### src/rtl/fnd_display_arbiter.sv
// fnd_display_arbiter: selects one of N_CH 7-segment sources for the single FND.
// Supports manual select, timed auto-rotation and event pop-up, and inserts a
// blank interval on every source change so scan phases never overlap.
module fnd_display_arbiter #(
  parameter int unsigned N_CH         = 4,
  parameter int unsigned SEL_W        = 2,
  parameter int unsigned DWELL_CYCLES = 100_000_000,
  parameter int unsigned BLANK_CYCLES = 1_000,
  parameter int unsigned POPUP_CYCLES = 300_000_000
) (
  input  logic                 clk,
  input  logic                 rst,
  input  logic                 auto_en,
  input  logic [SEL_W-1:0]     sel,
  input  logic                 popup_en,
  input  logic [N_CH-1:0]      event_pulse,
  input  logic [12*N_CH-1:0]   fnd_in,
  output logic [7:0]           fnd_data,
  output logic [3:0]           fnd_com,
  output logic [SEL_W-1:0]     active_ch,
  output logic [N_CH-1:0]      ch_led,
  output logic                 switching
);

  localparam int unsigned DW_W = $clog2(DWELL_CYCLES + 1);
  localparam int unsigned BL_W = $clog2(BLANK_CYCLES + 1);
  localparam int unsigned PU_W = $clog2(POPUP_CYCLES + 1);

  localparam logic [DW_W-1:0]  DWELL_LAST = DW_W'(DWELL_CYCLES - 1);
  localparam logic [BL_W-1:0]  BLANK_LOAD = BL_W'(BLANK_CYCLES);
  localparam logic [PU_W-1:0]  POPUP_LOAD = PU_W'(POPUP_CYCLES);
  localparam logic [SEL_W-1:0] LAST_CH    = SEL_W'(N_CH - 1);

  typedef enum logic {SHOW, BLANK} state_e;

  state_e            state_q, state_d;
  logic [SEL_W-1:0]  active_q, active_d;
  logic [BL_W-1:0]   blank_q, blank_d;
  logic [SEL_W-1:0]  rot_q, rot_d;
  logic [DW_W-1:0]   dwell_q, dwell_d;
  logic              pop_act_q, pop_act_d;
  logic [SEL_W-1:0]  pop_ch_q, pop_ch_d;
  logic [PU_W-1:0]   pop_tmr_q, pop_tmr_d;
  logic [7:0]        data_q, data_d;
  logic [3:0]        com_q, com_d;
  logic [N_CH-1:0]   led_q, led_d;
  logic              sw_q, sw_d;

  logic              pop_live;
  logic [SEL_W-1:0]  sel_ok;
  logic [SEL_W-1:0]  tgt;
  logic              ev_hit;
  logic [SEL_W-1:0]  ev_idx;
  logic [11:0]       src;

  // Target channel: pop-up beats rotation beats manual select
  always_comb begin
    // popup_en low cancels a pop-up in the same cycle, not one cycle later
    pop_live = pop_act_q & popup_en;
    sel_ok   = (32'(sel) < N_CH) ? sel : '0;
    if (pop_live)     tgt = pop_ch_q;
    else if (auto_en) tgt = rot_q;
    else              tgt = sel_ok;
  end

  // Dwell counter and rotation channel; frozen while a pop-up owns the display
  always_comb begin
    dwell_d = dwell_q;
    rot_d   = rot_q;
    if (!auto_en) begin
      dwell_d = '0;
    end else if (!pop_live) begin
      if (dwell_q == DWELL_LAST) begin
        dwell_d = '0;
        rot_d   = (rot_q == LAST_CH) ? '0 : rot_q + 1'b1;
      end else begin
        dwell_d = dwell_q + 1'b1;
      end
    end
  end

  // Pop-up capture (lowest pulsing index wins) and hold timer
  always_comb begin
    ev_hit    = 1'b0;
    ev_idx    = '0;
    pop_act_d = pop_act_q;
    pop_ch_d  = pop_ch_q;
    pop_tmr_d = pop_tmr_q;
    for (int unsigned k = 0; k < N_CH; k++) begin
      if (event_pulse[k] && !ev_hit) begin
        ev_hit = 1'b1;
        ev_idx = SEL_W'(k);
      end
    end
    if (!popup_en) begin
      pop_act_d = 1'b0;
      pop_tmr_d = '0;
    end else if (ev_hit) begin
      pop_act_d = 1'b1;
      pop_ch_d  = ev_idx;
      pop_tmr_d = POPUP_LOAD;
    end else if (pop_act_q) begin
      pop_tmr_d = pop_tmr_q - 1'b1;
      if (pop_tmr_q == PU_W'(1)) pop_act_d = 1'b0;
    end
  end

  // FSM next state: start a blank on target change, resample target on its last cycle
  always_comb begin
    state_d  = state_q;
    active_d = active_q;
    blank_d  = blank_q;
    unique case (state_q)
      SHOW: begin
        if (tgt != active_q) begin
          state_d = BLANK;
          blank_d = BLANK_LOAD;
        end
      end
      BLANK: begin
        if (blank_q == BL_W'(1)) begin
          state_d  = SHOW;
          active_d = tgt;
          blank_d  = '0;
        end else begin
          blank_d = blank_q - 1'b1;
        end
      end
      default: state_d = SHOW;
    endcase
  end

  // Output next values; keyed on the next state so the registered outputs line up with it
  always_comb begin
    src    = fnd_in[32'(active_d)*12 +: 12];
    data_d = 8'hFF;
    com_d  = 4'hF;
    led_d  = '0;
    sw_d   = 1'b0;
    if (state_d == SHOW) begin
      data_d = src[11:4];
      com_d  = src[3:0];
      led_d  = N_CH'(1) << active_d;
    end else begin
      sw_d = 1'b1;
    end
  end

  // FSM state register
  always_ff @(posedge clk) begin
    if (rst) begin
      state_q  <= SHOW;
      active_q <= '0;
      blank_q  <= '0;
    end else begin
      state_q  <= state_d;
      active_q <= active_d;
      blank_q  <= blank_d;
    end
  end

  // Rotation and pop-up registers
  always_ff @(posedge clk) begin
    if (rst) begin
      rot_q     <= '0;
      dwell_q   <= '0;
      pop_act_q <= 1'b0;
      pop_ch_q  <= '0;
      pop_tmr_q <= '0;
    end else begin
      rot_q     <= rot_d;
      dwell_q   <= dwell_d;
      pop_act_q <= pop_act_d;
      pop_ch_q  <= pop_ch_d;
      pop_tmr_q <= pop_tmr_d;
    end
  end

  // Registered display outputs
  always_ff @(posedge clk) begin
    if (rst) begin
      data_q <= 8'hFF;
      com_q  <= 4'hF;
      led_q  <= '0;
      sw_q   <= 1'b0;
    end else begin
      data_q <= data_d;
      com_q  <= com_d;
      led_q  <= led_d;
      sw_q   <= sw_d;
    end
  end

  assign fnd_data  = data_q;
  assign fnd_com   = com_q;
  assign active_ch = active_q;
  assign ch_led    = led_q;
  assign switching = sw_q;

endmodule

### config.mk
export PLATFORM = sky130hd
export DESIGN_NAME = fnd_display_arbiter
export DESIGN_NICKNAME = d
export VERILOG_FILES = /design/src/rtl/fnd_display_arbiter.sv
export SDC_FILE = /design/constraint.sdc
export NUM_CORES = 1
export LEC_CHECK = 0
export ABC_AREA = 1
export CAP_MARGIN = 10
export CELL_PAD_IN_SITES_DETAIL_PLACEMENT = 1
export CELL_PAD_IN_SITES_GLOBAL_PLACEMENT = 2
export CORE_MARGIN = 8
export CORE_UTILIZATION = 31
export CTS_BUF_LIST = sky130_fd_sc_hd__clkbuf_4
export DETAILED_ROUTE_END_ITERATION = 7
export PLACE_DENSITY = 0.81
export SYNTH_ARGS = -nofsm -noshare
export SYNTH_HDL_FRONTEND = slang
export SYNTH_SLANG_ARGS = --single-unit
### constraint.sdc
create_clock -name clk -period 2.17 [get_ports clk]
set_clock_uncertainty 0.1 [all_clocks]
set_input_delay 0.3255 -clock clk [delete_from_list [all_inputs] [get_ports clk]]
set_output_delay 0.3255 -clock clk [all_outputs]
set_load 0.1 [all_outputs]
==> Word level (Yosys, flattened, before mapping) <==
Index checks and enable logic that the tools add are counted.
{ "classes": {"n_addsub": 4, "mul": 1, "n_div": 0, "magnitude_cmp": 0, "n_eq_ne": 6, "n_shift": 2, "n_mux": 25, "n_bitwise": 5, "n_reduce_logical": 13} }
{ "ops": {"columns": ["cell", "n"], "rows": [
  ["$mux W29", 2],
  ["$shiftx A48 B7 Y12", 1],
  ["$eq A29 B1 Y1 const B", 1],
  ["$sub A29 B1 Y29 const B", 1],
  ["$add A27 B1 Y27 const B", 1],
  ["$eq A27 B27 Y1 const B", 1],
  ["$mux W27", 1],
  ["$mux W10", 2],
  ["$pmux W10 S2", 1],
  ["$mux W2", 7],
  ["$mux W1", 11],
  ["$eq A10 B1 Y1 const B", 1],
  ["$sub A10 B1 Y10 const B", 1],
  ["$reduce_or A2 Y1", 3],
  ["$mul A2 B2 Y4 const B", 1],
  ["$not A1 Y1", 4],
  ["$shl A1 B2 Y4 const A", 1],
  ["$logic_and A1 B1 Y1", 3],
  ["$logic_not A1 Y1", 3],
  ["$reduce_and A3 Y1", 1],
  ["$reduce_or A3 Y1", 1],
  ["$add A2 B1 Y2 const B", 1],
  ["$eq A2 B2 Y1 const B", 1],
  ["$ne A2 B2 Y1", 1],
  ["5 further kinds", 5]
]} }
{ "totals": {"ff_bits": 91, "latch_bits": 0, "mem_bits_rw": 0, "mem_bits_ro": 0, "inputBits": 58, "out_inout_bits": 19, "elab_cells": 69, "memories": 0} }

==> Logic depth before layout (Yosys ltp) <==
Gate-level depths: netlist of run 1.
{ "depth": {"ltp_word": 11, "ltp_mapped": 12} }

==> Worst setup path before layout of run 1 <==
Ideal clock, no wire load.
{ "synth_path": {"kind": "flip-flop to flip-flop", "start": "register state_q", "end": "register blank_q[4]", "setup_ns": 0.070, "t_arrival_ns": 2.074, "path_slack_ns": -0.075, "stages_incl_launch_ff": 5, "synth_period_minus_slack_ns": 2.245, "cell_sequence": "dfxtp_1 inv_1 nor2_1 o21ai_0 a21oi_1"} }
{ "synth_via": {"elab_chain_cells": 2, "elab_cells_between_ends": 3, "classes_between": "eq/ne: 1; mux: 1; bitwise: 1"} }
{ "synth_lines": {"columns": ["item", "line_no", "text"], "rows": [
  ["start, declared", "36", "state_e state_q, state_d;"],
  ["start signal, assigned", "156", "state_q <= state_d;"],
  ["$not A1 Y1", null, null],
  ["$pmux W10 S2 or $ne A2 B2 Y1 (tied branches)", null, null],
  ["end signal, assigned", "158", "blank_q <= blank_d;"],
  ["end, declared", "38", "logic [BL_W-1:0] blank_q, blank_d;"]
]} }
Parallel ways exist; a longest one is shown, timed or not.
A chain may end at the register's enable or synchronous reset.

==> Worst setup path in the final report of run 1 <==
{ "layout_path": {"start": "register pop_act_q", "end": "register led_q[0], in the netlist ch_led[0]"} }
{ "layout_via": {"elab_chain_cells": 6, "elab_cells_between_ends": 9, "classes_between": "eq/ne: 1; shift: 1; mux: 5; bitwise: 1; reduce/logical: 1"} }
{ "layout_lines": {"columns": ["item", "line_no", "text"], "rows": [
  ["start, declared", "41", "logic pop_act_q, pop_act_d;"],
  ["start signal, assigned", "173", "pop_act_q <= pop_act_d;"],
  ["$and A1 B1 Y1 (*)", "59", "pop_live = pop_act_q & popup_en;"],
  ["$mux W2 (*)", "61", "if (pop_live) tgt = pop_ch_q;"],
  ["$ne A2 B2 Y1", "115", "if (tgt != active_q) begin"],
  ["$mux W1", "115", null],
  ["$pmux W1 S2", "113", "unique case (state_q)"],
  ["$reduce_or A2 Y1 (no source line)", null, null],
  ["end signal, assigned", "189", "led_q <= led_d;"],
  ["end, declared", "46", "logic [N_CH-1:0] led_q, led_d;"]
]} }
Every way passes the cells marked *; elsewhere a longest branch is shown, timed or not.

==> results.py, run 1 <==
metrics = {
    "sta": {
        "holdWs_ns": 0.397,
        "fin_crit_ns": 1.97,
        "setup_violations": 0,
        "worstMarginPinSlew_ns": 0.524,
        "rsz0062_at_grt": "no",
        "relSlewSlack_pct": 65.0,
        "slew_viol_final": 0,
        "clock.fmax_mhz": 508,
        "hold_viol_final": 0,
        "fin_crit_sh_pct": 90.8,
    },
    "min_path": {
        "hold_class": "flip-flop to flip-flop",
    },
    "layout": {
        "utilization_pct": 39.2,
        "design.final.nets": 978,
        "n_antenna_cell": 0,
        "synthToLayoutAreaGrowth_pct": 25.0,
        "final_cell_area_um2": 6680,
        "drive_gt1_share_pct": 13.4,
    },
    "grt": {
        "grt_usage_pct": 16.2,
        "grt_overflow": 0,
        "grt_max_degree": 28,
        "grt_pass1_vias": 5901,
        "grt_pass1_wl_um": 28900,
        "antenna_found_initial": 0,
    },
    "yosys": {
        "ys_types": 43,
        "synthXorXnorAreaFrac_pct": 2.46,
        "ys_top_cells_by_count": "nand2_1, nor2_1, inv_1, dfxtp_1, nand3_1",
        "synth.yosys.warnings": 0,
        "yosysTopAreaCell": "dfxtp_1",
        "ys_async_sr_fraction_pct": 0,
        "synth.avg_cell_area_um2": 6.62,
        "synth.net_count": 871,
        "synth_top_family_by_area": "simple AND/OR/NAND/NOR gates",
        "yosys-top-cells-area": "dfxtp_1, nand2_1, nor2_1, inv_1, nand3_1",
        "netlist.area_leader.share_pct": 33.7,
        "syn_inst": 807,
        "synth_ff_type": "dfxtp_1",
        "synth_most_common_cell": "nand2_1",
        "ys_seq_area_share_pct": 33.7,
        "synth_compound_area_share_pct": 7.19,
        "synth-seq-cells": 90,
        "synthSimpleGateAreaFrac_pct": 45.2,
        "yosys.area_share.adder_pct": 1.40,
        "synth_mux_area_share_pct": 0,
        "syn_area_um2": 5340,
        "synth_edf_count": 0,
    },
    "routing": {
        "wl_per_cell_um": 15.2,
        "drc": 0,
        "dr.first_iter.drc_count": 236,
        "routed_wl_um": 17400,
        "dr_total_vias": 5456,
        "drt_first_pass_iters": 4,
        "post_drt_via_cell_ratio": 4.77,
        "antenna_left": 0,
    },
    "floorplan": {
        "die_h_um": 147,
        "initial_core_util_pct": 31.3,
        "dieArea_um2": 21700,
        "io_pins": 77,
        "die_width_um": 147,
        "rows": 48,
        "coreArea_um2": 17100,
    },
    "clocking": {
        "cts_buffers": 9,
        "clk_pin_slew_ns": 0.16,
        "h-tree-depth": 3,
        "cts.root.buffer_cell": "clkbuf_4",
        "insertion_delay_ns": 0.49,
        "cts-resized-gates": 0,
        "clock_sinks": 90,
        "postCtsSetupBuffers": 0,
        "cts_tree": "yes",
        "clockBufferDepth": 2,
        "hold_buffers": 0,
    },
    "critical_path": {
        "cp-start-kind": "flip-flop",
        "crit_fanout": 8,
        "worst-setup-path-type": "flip-flop to flip-flop",
        "end_kind": "flip-flop",
        "cp.required_ns": 2.50,
        "worstPathArrival_ns": 2.30,
    },
    "power_and_ir_drop": {
        "irDropWorstVdd_uv": 258,
        "power_leakage_uw": 0.00278,
        "powerDensity_nw_per_um2": 537,
    },
    "job": {
        "drv_cap": 0,
    },
    "run_status": {
        "status": "finished, final reports clean",
    },
    "placed_design": {
        "place_area_um2": 6530,
        "dp_hpwl_um": 13900,
        "finalWeightedCongestion": 0.826,
        "io_buffers": 76,
    },
}
## layout by cell type, fill, tap and decap left out, types with 19 or more instances in the layout
cell / Yosys / layout
buf_4: 6 / 52
dfxtp_1: 90 / 88
nor2_1: 125 / 125
a21oi_1: 40 / 40
nor3_1: 20 / 20
nand3_2: 19 / 19
nand2_1: 190 / 190
o21ai_0: 21 / 21
inv_1: 109 / 109
nand3_1: 78 / 78
clkdlybuf4s50_1: 0 / 57
## layer usage
metal  global-route usage (%)  part of all wire (%)  vias up
li1                         -                     -     2789
met1                     19.3                    46     2603
met2                     29.3                    51       48
met3                     3.29                   2.1       16
met4                     3.67                   1.2        0
met5                        0                     0        -
## layout make-up
cell class / count / area [um^2]
clock inverter: 7 / 77.6
sequential: 90 / 1800
multi-input combinational: 589 / 3010
tap: 225 / 282
clock buffer: 9 / 67.6
inverter: 112 / 420
timing repair buffer: 112 / 1020
fill: 2239 / 10400
## cell families (layout without fill, tap and decap cells)
| logic type | after synthesis | in the layout |
|---|---|---|
| DFF | 90 | 90 |
| buffers and inverters | 128 | 240 |
| adders and majority gates | 6 | 6 |
| AOI/OAI and AO/OA | 72 | 72 |
| and+or+nand+nor | 496 | 496 |
| xor gates and xnor gates | 15 | 15 |
## where the power goes
group / switching (uW) / internal, uW / leakage (uW)
Combinational: 478 / 299 / 0.00197
Sequential: 63.1 / 1720 / 0.000734
Clock: 668 / 358 / 0.0000701
## flip-flops by register name (all words and copies together), names as in the netlist, 2 cells and up
| name | flops |
|---|---|
| fnd_com | 4 |
| dwell_q | 27 |
| rot_q | 2 |
| pop_ch_q | 2 |
| blank_q | 10 |
| ch_led | 4 |
| fnd_data | 8 |
| pop_tmr_q | 29 |
| active_ch | 2 |
## through the flow
step                      worst slack [ns]  TNS [ns]  instances  power [uW]
after floorplan                      0.145         0        807        2310
after global placement             -0.0205    -0.108       1128        2570
after detailed placement           -0.0569    -0.708       1128        2600
after CTS                            0.134         0       1144        3650
after global routing                0.0173         0       1144        3770
final                                0.200         0       1144        3580
## critical path: stages (launching register included)
cell,delay (ns)
dfxtp_1,0.58
nand2_4,0.12
inv_2,0.16
nand2_1,0.10
nand2_2,0.11
nand2_1,0.06
nand2_1,0.11
nand3_2,0.10
buf_4,0.16
nand2_1,0.10
nand3_1,0.12
nor2_1,0.11
## path summary, 6_finish.rpt
path,start,end,slack (ns),cells past startpoint
max,pop_act_q,ch_led[0],0.20,11
min,dwell_q[26],dwell_q[26],0.40,2
min reg2reg,dwell_q[26],dwell_q[26],0.40,2
max reg2reg,pop_act_q,ch_led[0],0.20,11
Note: power is estimated with default switching activity, not from simulation.
==> inputs of run 2 (changes only) <==
Settings changed: SETUP_SLACK_MARGIN set to 0.2.
==> results.py, run 2 (synthesized netlist as in run 1, its figures left out) <==
metrics = {
    "run_status": {
        "status": "finished, final reports clean",
    },
    "placed_design": {
        "dp_hpwl_um": 13800,
        "io_buffers": 76,
        "finalWeightedCongestion": 0.833,
        "pre_cts_ws_ns": -0.0239,
    },
    "routing": {
        "dr_total_vias": 5476,
        "drc": 0,
        "post_drt_via_cell_ratio": 4.77,
        "routed_wl_um": 17400,
        "dr.first_iter.drc_count": 212,
        "wl_per_cell_um": 15.1,
        "drt_first_pass_iters": 4,
        "antenna_left": 0,
    },
    "critical_path": {
        "path_cells": "inv_1 -> ha_1 -> nand3_2 -> nor2_8 -> nand2_8 -> nand2_8 -> buf_12 -> nand3b_1 -> nand3_1 -> nand3_1",
        "cp.required_ns": 2.43,
        "r2r_start": "blank_q[1]",
        "crit_path_start": "blank_q[1]",
        "ff2ff_setup_slack_ns": 0.34,
        "endpoint": "fnd_com[2]",
        "worstPathArrival_ns": 2.09,
        "r2r_end": "fnd_com[2]",
        "worst-setup-path-type": "flip-flop to flip-flop",
        "ff2ff_path_depth": 10,
        "crit_slowest_cell": "dfxtp_2",
        "cp_num_buf_inv": 2,
        "critical_path.top_delay_family": "simple AND/OR/NAND/NOR gates",
        "critPathMaxStageDelay_ns": 0.36,
        "cp-start-kind": "flip-flop",
        "end_kind": "flip-flop",
        "cp_num_cells": 10,
        "crit_fanout": 17,
    },
    "clocking": {
        "h-tree-depth": 3,
        "clockBufferDepth": 2,
        "hold_buffers": 0,
        "clock_sinks": 90,
        "cts_tree": "yes",
        "clk_pin_slew_ns": 0.15,
        "cts_buffers": 9,
        "insertion_delay_ns": 0.48,
        "cts.root.buffer_cell": "clkbuf_4",
    },
    "floorplan": {
        "dieArea_um2": 21700,
        "coreArea_um2": 17100,
        "initial_core_util_pct": 31.3,
        "die_width_um": 147,
        "io_pins": 77,
        "die_h_um": 147,
        "rows": 48,
    },
    "sta": {
        "relSlewSlack_pct": 69.6,
        "setup_violations": 0,
        "slew_viol_final": 0,
        "tns_ns": 0,
        "clock.fmax_mhz": 546,
        "rsz0062_at_grt": "yes",
        "worstMarginPinSlew_ns": 0.452,
        "hold_viol_final": 0,
        "fin_crit_sh_pct": 84.4,
        "layout_setup_ws_ns": 0.340,
        "fin_crit_ns": 1.83,
    },
    "grt": {
        "grt_pass1_vias": 5941,
        "grt_max_degree": 28,
        "grt_usage_pct": 16.3,
        "antenna_found_initial": 1,
        "grt_pass1_wl_um": 29100,
        "grt_overflow": 0,
    },
    "layout": {
        "largest-register": "pop_tmr_q",
        "mostFrequentLayoutCells": "nand2_1, nor2_1, inv_1",
        "final_common_cell": "nand2_1",
        "design.final.nets": 982,
        "reg_top3": "pop_tmr_q x29, dwell_q x27, blank_q x10",
        "synthToLayoutAreaGrowth_pct": 26.3,
        "drive_gt1_share_pct": 15.5,
        "largest_reg_flops": 29,
    },
    "job": {
        "drv_cap": 0,
    },
    "power_and_ir_drop": {
        "irDropWorstVdd_uv": 365,
        "p_seq_share_pct": 50.0,
        "p_sw_share_pct": 33.3,
        "total_power_uw": 3550,
        "powerDensity_nw_per_um2": 527,
        "p_comb_share_pct": 22.2,
        "p_int_uw": 2370,
        "power.share.clock_pct": 27.8,
        "power_leakage_uw": 0.00281,
        "p_switching_uw": 1180,
    },
    "min_path": {
        "hold_depth": 1,
        "hold_class": "flip-flop to flip-flop",
        "hold_start": "blank_q[0]",
    },
}
==> run 2: cell types whose count changed in the layout (fill, tap and decap cells not counted), sizes merged <==
cell      before  now
clkinvlp       3    2
buf           55   59
diode          0    1
clkinv         3    4
==> run 2: per-layer routing <==
metal	global-route usage (%)	share of wire, %	wire, um	up-vias
li1	-	-	-	2798
met1	19.1	45	7820	2588
met2	28.3	50	8620	64
met3	3.60	2.8	490	26
met4	6.22	2.5	433	0
met5	0	0	0	-
==> run 2: layout make-up <==
class	instances	area [um^2]
clock inverters	7	67.6
multi-input cells	589	3050
diodes	1	2.50
fillers	2222	10300
well taps	225	282
inverters	112	420
flip-flops and latches	90	1820
repair buffers	116	1040
clock buffers	9	67.6
==> run 2: what timing repair did <==
item / CTS / global route
setup buffers: 0 / 4
gates resized for setup: 2 / 20
setup endpoints to repair: 11 / 43
pin swaps: 0 / 2
==> run 2: worst min-delay path by stage <==
| stage | endpoint | slack (ns) |
|---|---|---|
| 2_1_floorplan | pop_ch_q[1] | 0.32 |
| 3_3_place_gp | blank_q[4] | 0.36 |
| 3_5_place_dp | pop_tmr_q[0] | 0.39 |
| 4_1_cts | fnd_data[0] | 0.38 |
| 5_1_grt | fnd_data[0] | 0.40 |
| 6_report | blank_q[0] | 0.39 |
==> run 2: through the flow <==
stage          hold WS (ns)  util [%]  std cells  area, um^2
2_1_floorplan         0.321         -        807        5350
3_3_place_gp          0.364      38.2       1128        6510
3_5_place_dp          0.389      38.2       1128        6510
4_1_cts               0.376      39.0       1144        6650
5_1_grt               0.397      39.6       1149        6750
6_report              0.393      39.6       1149        6750
==> run 2: power by group through the flow <==
stage / sequential, uW / clock [uW] / combinational [uW]
floorplan: 1910 / 0 / 394
global placement: 1810 / 0 / 762
detailed placement: 1810 / 0 / 784
CTS: 1780 / 1040 / 788
global route: 1790 / 1090 / 867
finish: 1780 / 988 / 787
==> inputs of run 3 (changes only) <==
Settings changed: CORE_UTILIZATION 31 to 28, PLACE_DENSITY 0.81 to 0.77.
Clock period 2.17 ns to 1.5 ns, I/O delays scaled along.
==> results.py, run 3 (synthesized netlist as in run 1, its figures left out) <==
metrics = {
    "clocking": {
        "clockBufferDepth": 2,
        "cts_buffers": 9,
        "hold_buffers": 0,
        "clock_sinks": 90,
        "insertion_delay_ns": 0.52,
        "h-tree-depth": 3,
        "cts_tree": "yes",
        "clk_pin_slew_ns": 0.18,
        "cts.root.buffer_cell": "clkbuf_4",
    },
    "floorplan": {
        "rows": 50,
        "coreArea_um2": 18700,
        "io_pins": 77,
        "initial_core_util_pct": 28.6,
        "die_h_um": 154,
        "dieArea_um2": 23800,
        "die_width_um": 154,
    },
    "layout": {
        "drive_gt1_share_pct": 52.1,
        "largest-register": "pop_tmr_q",
        "final_cell_area_um2": 9750,
        "design.final.nets": 1161,
        "fill_cells": 2254,
        "synthToLayoutAreaGrowth_pct": 82.4,
        "largest_reg_flops": 29,
        "regArea_um2": 1920,
        "utilization_pct": 52.1,
        "final_common_cell": "buf_4",
        "reg_top3": "pop_tmr_q x29, dwell_q x27, blank_q x10",
        "multi_input_area_um2": 4090,
        "mostFrequentLayoutCells": "buf_4, nand2_1, inv_1",
    },
    "routing": {
        "routed_wl_um": 22600,
        "dr.first_iter.drc_count": 211,
        "wl_met3_um": 509,
        "dr_total_vias": 6384,
        "post_drt_via_cell_ratio": 4.77,
        "routed.top_layer": "met4",
        "drt_first_pass_iters": 4,
        "drc": 0,
        "wl_per_cell_um": 16.9,
        "antenna_left": 0,
        "wl_met2_um": 12500,
        "wl_met1_um": 9230,
    },
    "power_and_ir_drop": {
        "powerDensity_nw_per_um2": 612,
        "p_comb_share_pct": 32.1,
        "p_seq_share_pct": 43.0,
        "p_sw_share_pct": 35.0,
        "power_leakage_uw": 0.00415,
        "power.share.clock_pct": 24.9,
        "irDropWorstVdd_uv": 358,
        "p_int_uw": 3880,
        "p_switching_uw": 2080,
    },
    "sta": {
        "hold_viol_final": 0,
        "fin_crit_ns": 1.82,
        "tns_ns": -10.06,
        "setup_violations": 65,
        "holdWs_ns": 0.105,
        "rsz0062_at_grt": "yes",
        "layout_setup_ws_ns": -0.322,
        "worstMarginPinSlew_ns": 0.344,
        "fin_crit_sh_pct": 121,
        "clock.fmax_mhz": 549,
        "relSlewSlack_pct": 77.1,
        "slew_viol_final": 0,
    },
    "grt": {
        "antenna_found_initial": 1,
        "grt_overflow": 0,
        "grt_pass1_vias": 6357,
        "grt_pass1_wl_um": 32100,
        "grt_usage_pct": 16.7,
        "grt_max_degree": 27,
    },
    "critical_path": {
        "worstPathArrival_ns": 2.12,
        "end_kind": "flip-flop",
        "cp-start-kind": "flip-flop",
        "cp.required_ns": 1.80,
        "worst-setup-path-type": "flip-flop to flip-flop",
        "crit_fanout": 5,
    },
    "placed_design": {
        "finalWeightedCongestion": 0.805,
        "place_area_um2": 7900,
        "pre_cts_ws_ns": -0.576,
        "dp_hpwl_um": 15000,
        "io_buffers": 76,
    },
    "min_path": {
        "hold_class": "input pin to flip-flop",
    },
    "run_status": {
        "violations": "setup timing",
        "status": "finished, violations left",
    },
    "job": {
        "drv_cap": 0,
    },
}
-- run 3: changes by cell type in the layout (fill, tap and decap cells not counted), moves of 23 or more --
| cell | previous run | this run |
|---|---|---|
| nand2_2 | 3 | 37 |
| dfxtp_2 | 8 | 46 |
| nor2_4 | 4 | 37 |
| nand3_2 | 21 | 46 |
| buf_6 | 0 | 47 |
| nand3_1 | 76 | 42 |
| nor2_1 | 122 | 66 |
| buf_12 | 2 | 26 |
| buf_4 | 57 | 161 |
| nand2_1 | 188 | 141 |
| dfxtp_1 | 81 | 27 |
| nor2_2 | 7 | 30 |
-- run 3: power groups by stage --
stage               clock, uW  sequential [uW]  combinational [uW]
finish                   1490             2560                1910
global route             1640             2580                2050
CTS                      1540             2560                1560
detailed placement          0             2620                1460
global placement            0             2620                1440
floorplan                   0             2780                 616
-- run 3: layer usage --
metal  track usage [%]  vias up
met5                 0        -
met4              4.06        0
met3              3.34       29
met2              30.1       68
met1              19.9     3113
li1                  -     3174
-- run 3: worst max-delay path: stages, from the launching register on --
cell     delay [ns]
dfxtp_2        0.36
inv_2          0.07
ha_4           0.14
nand3_4        0.08
nor2_8         0.19
nand2_8        0.10
nand2_4        0.09
inv_4          0.05
nor2_8         0.14
buf_6          0.16
nand3_2        0.07
nand2_1        0.08
nand2_1        0.06
-- run 3: layout make-up --
type	instances	share of cell area (%)
repair buffers	292	29.2
diodes	1	0.0257
clock inverters	7	0.693
clock buffers	9	0.693
multi-input cells	592	42.0
flip-flops and latches	90	19.7
well taps	234	3.00
inverters	112	4.67
-- run 3: worst paths after layout --
kind                                    from            to  slack, ns  cells after the start
worst max-delay path              blank_q[1]    fnd_com[1]      -0.32                     12
worst min-delay path                popup_en   pop_ch_q[1]       0.11                      3
worst min register to register  pop_tmr_q[7]  pop_tmr_q[7]       0.41                      2
worst max register to register    blank_q[1]    fnd_com[1]      -0.32                     12
-- run 3: stage by stage --
step / cells / total power (uW)
after floorplan: 807 / 3390
final: 1337 / 5960
after global placement: 1259 / 4050
after global routing: 1337 / 6260
after CTS: 1294 / 5660
after detailed placement: 1259 / 4070
-- run 3: what timing repair did --
item                                   CTS  global route
setup buffers                           19            39
resized for setup                      152           215
pin swaps                               49            73
cloned                                   0             3
setup endpoints to repair              101           102
endpoints found under the hold margin    0             0
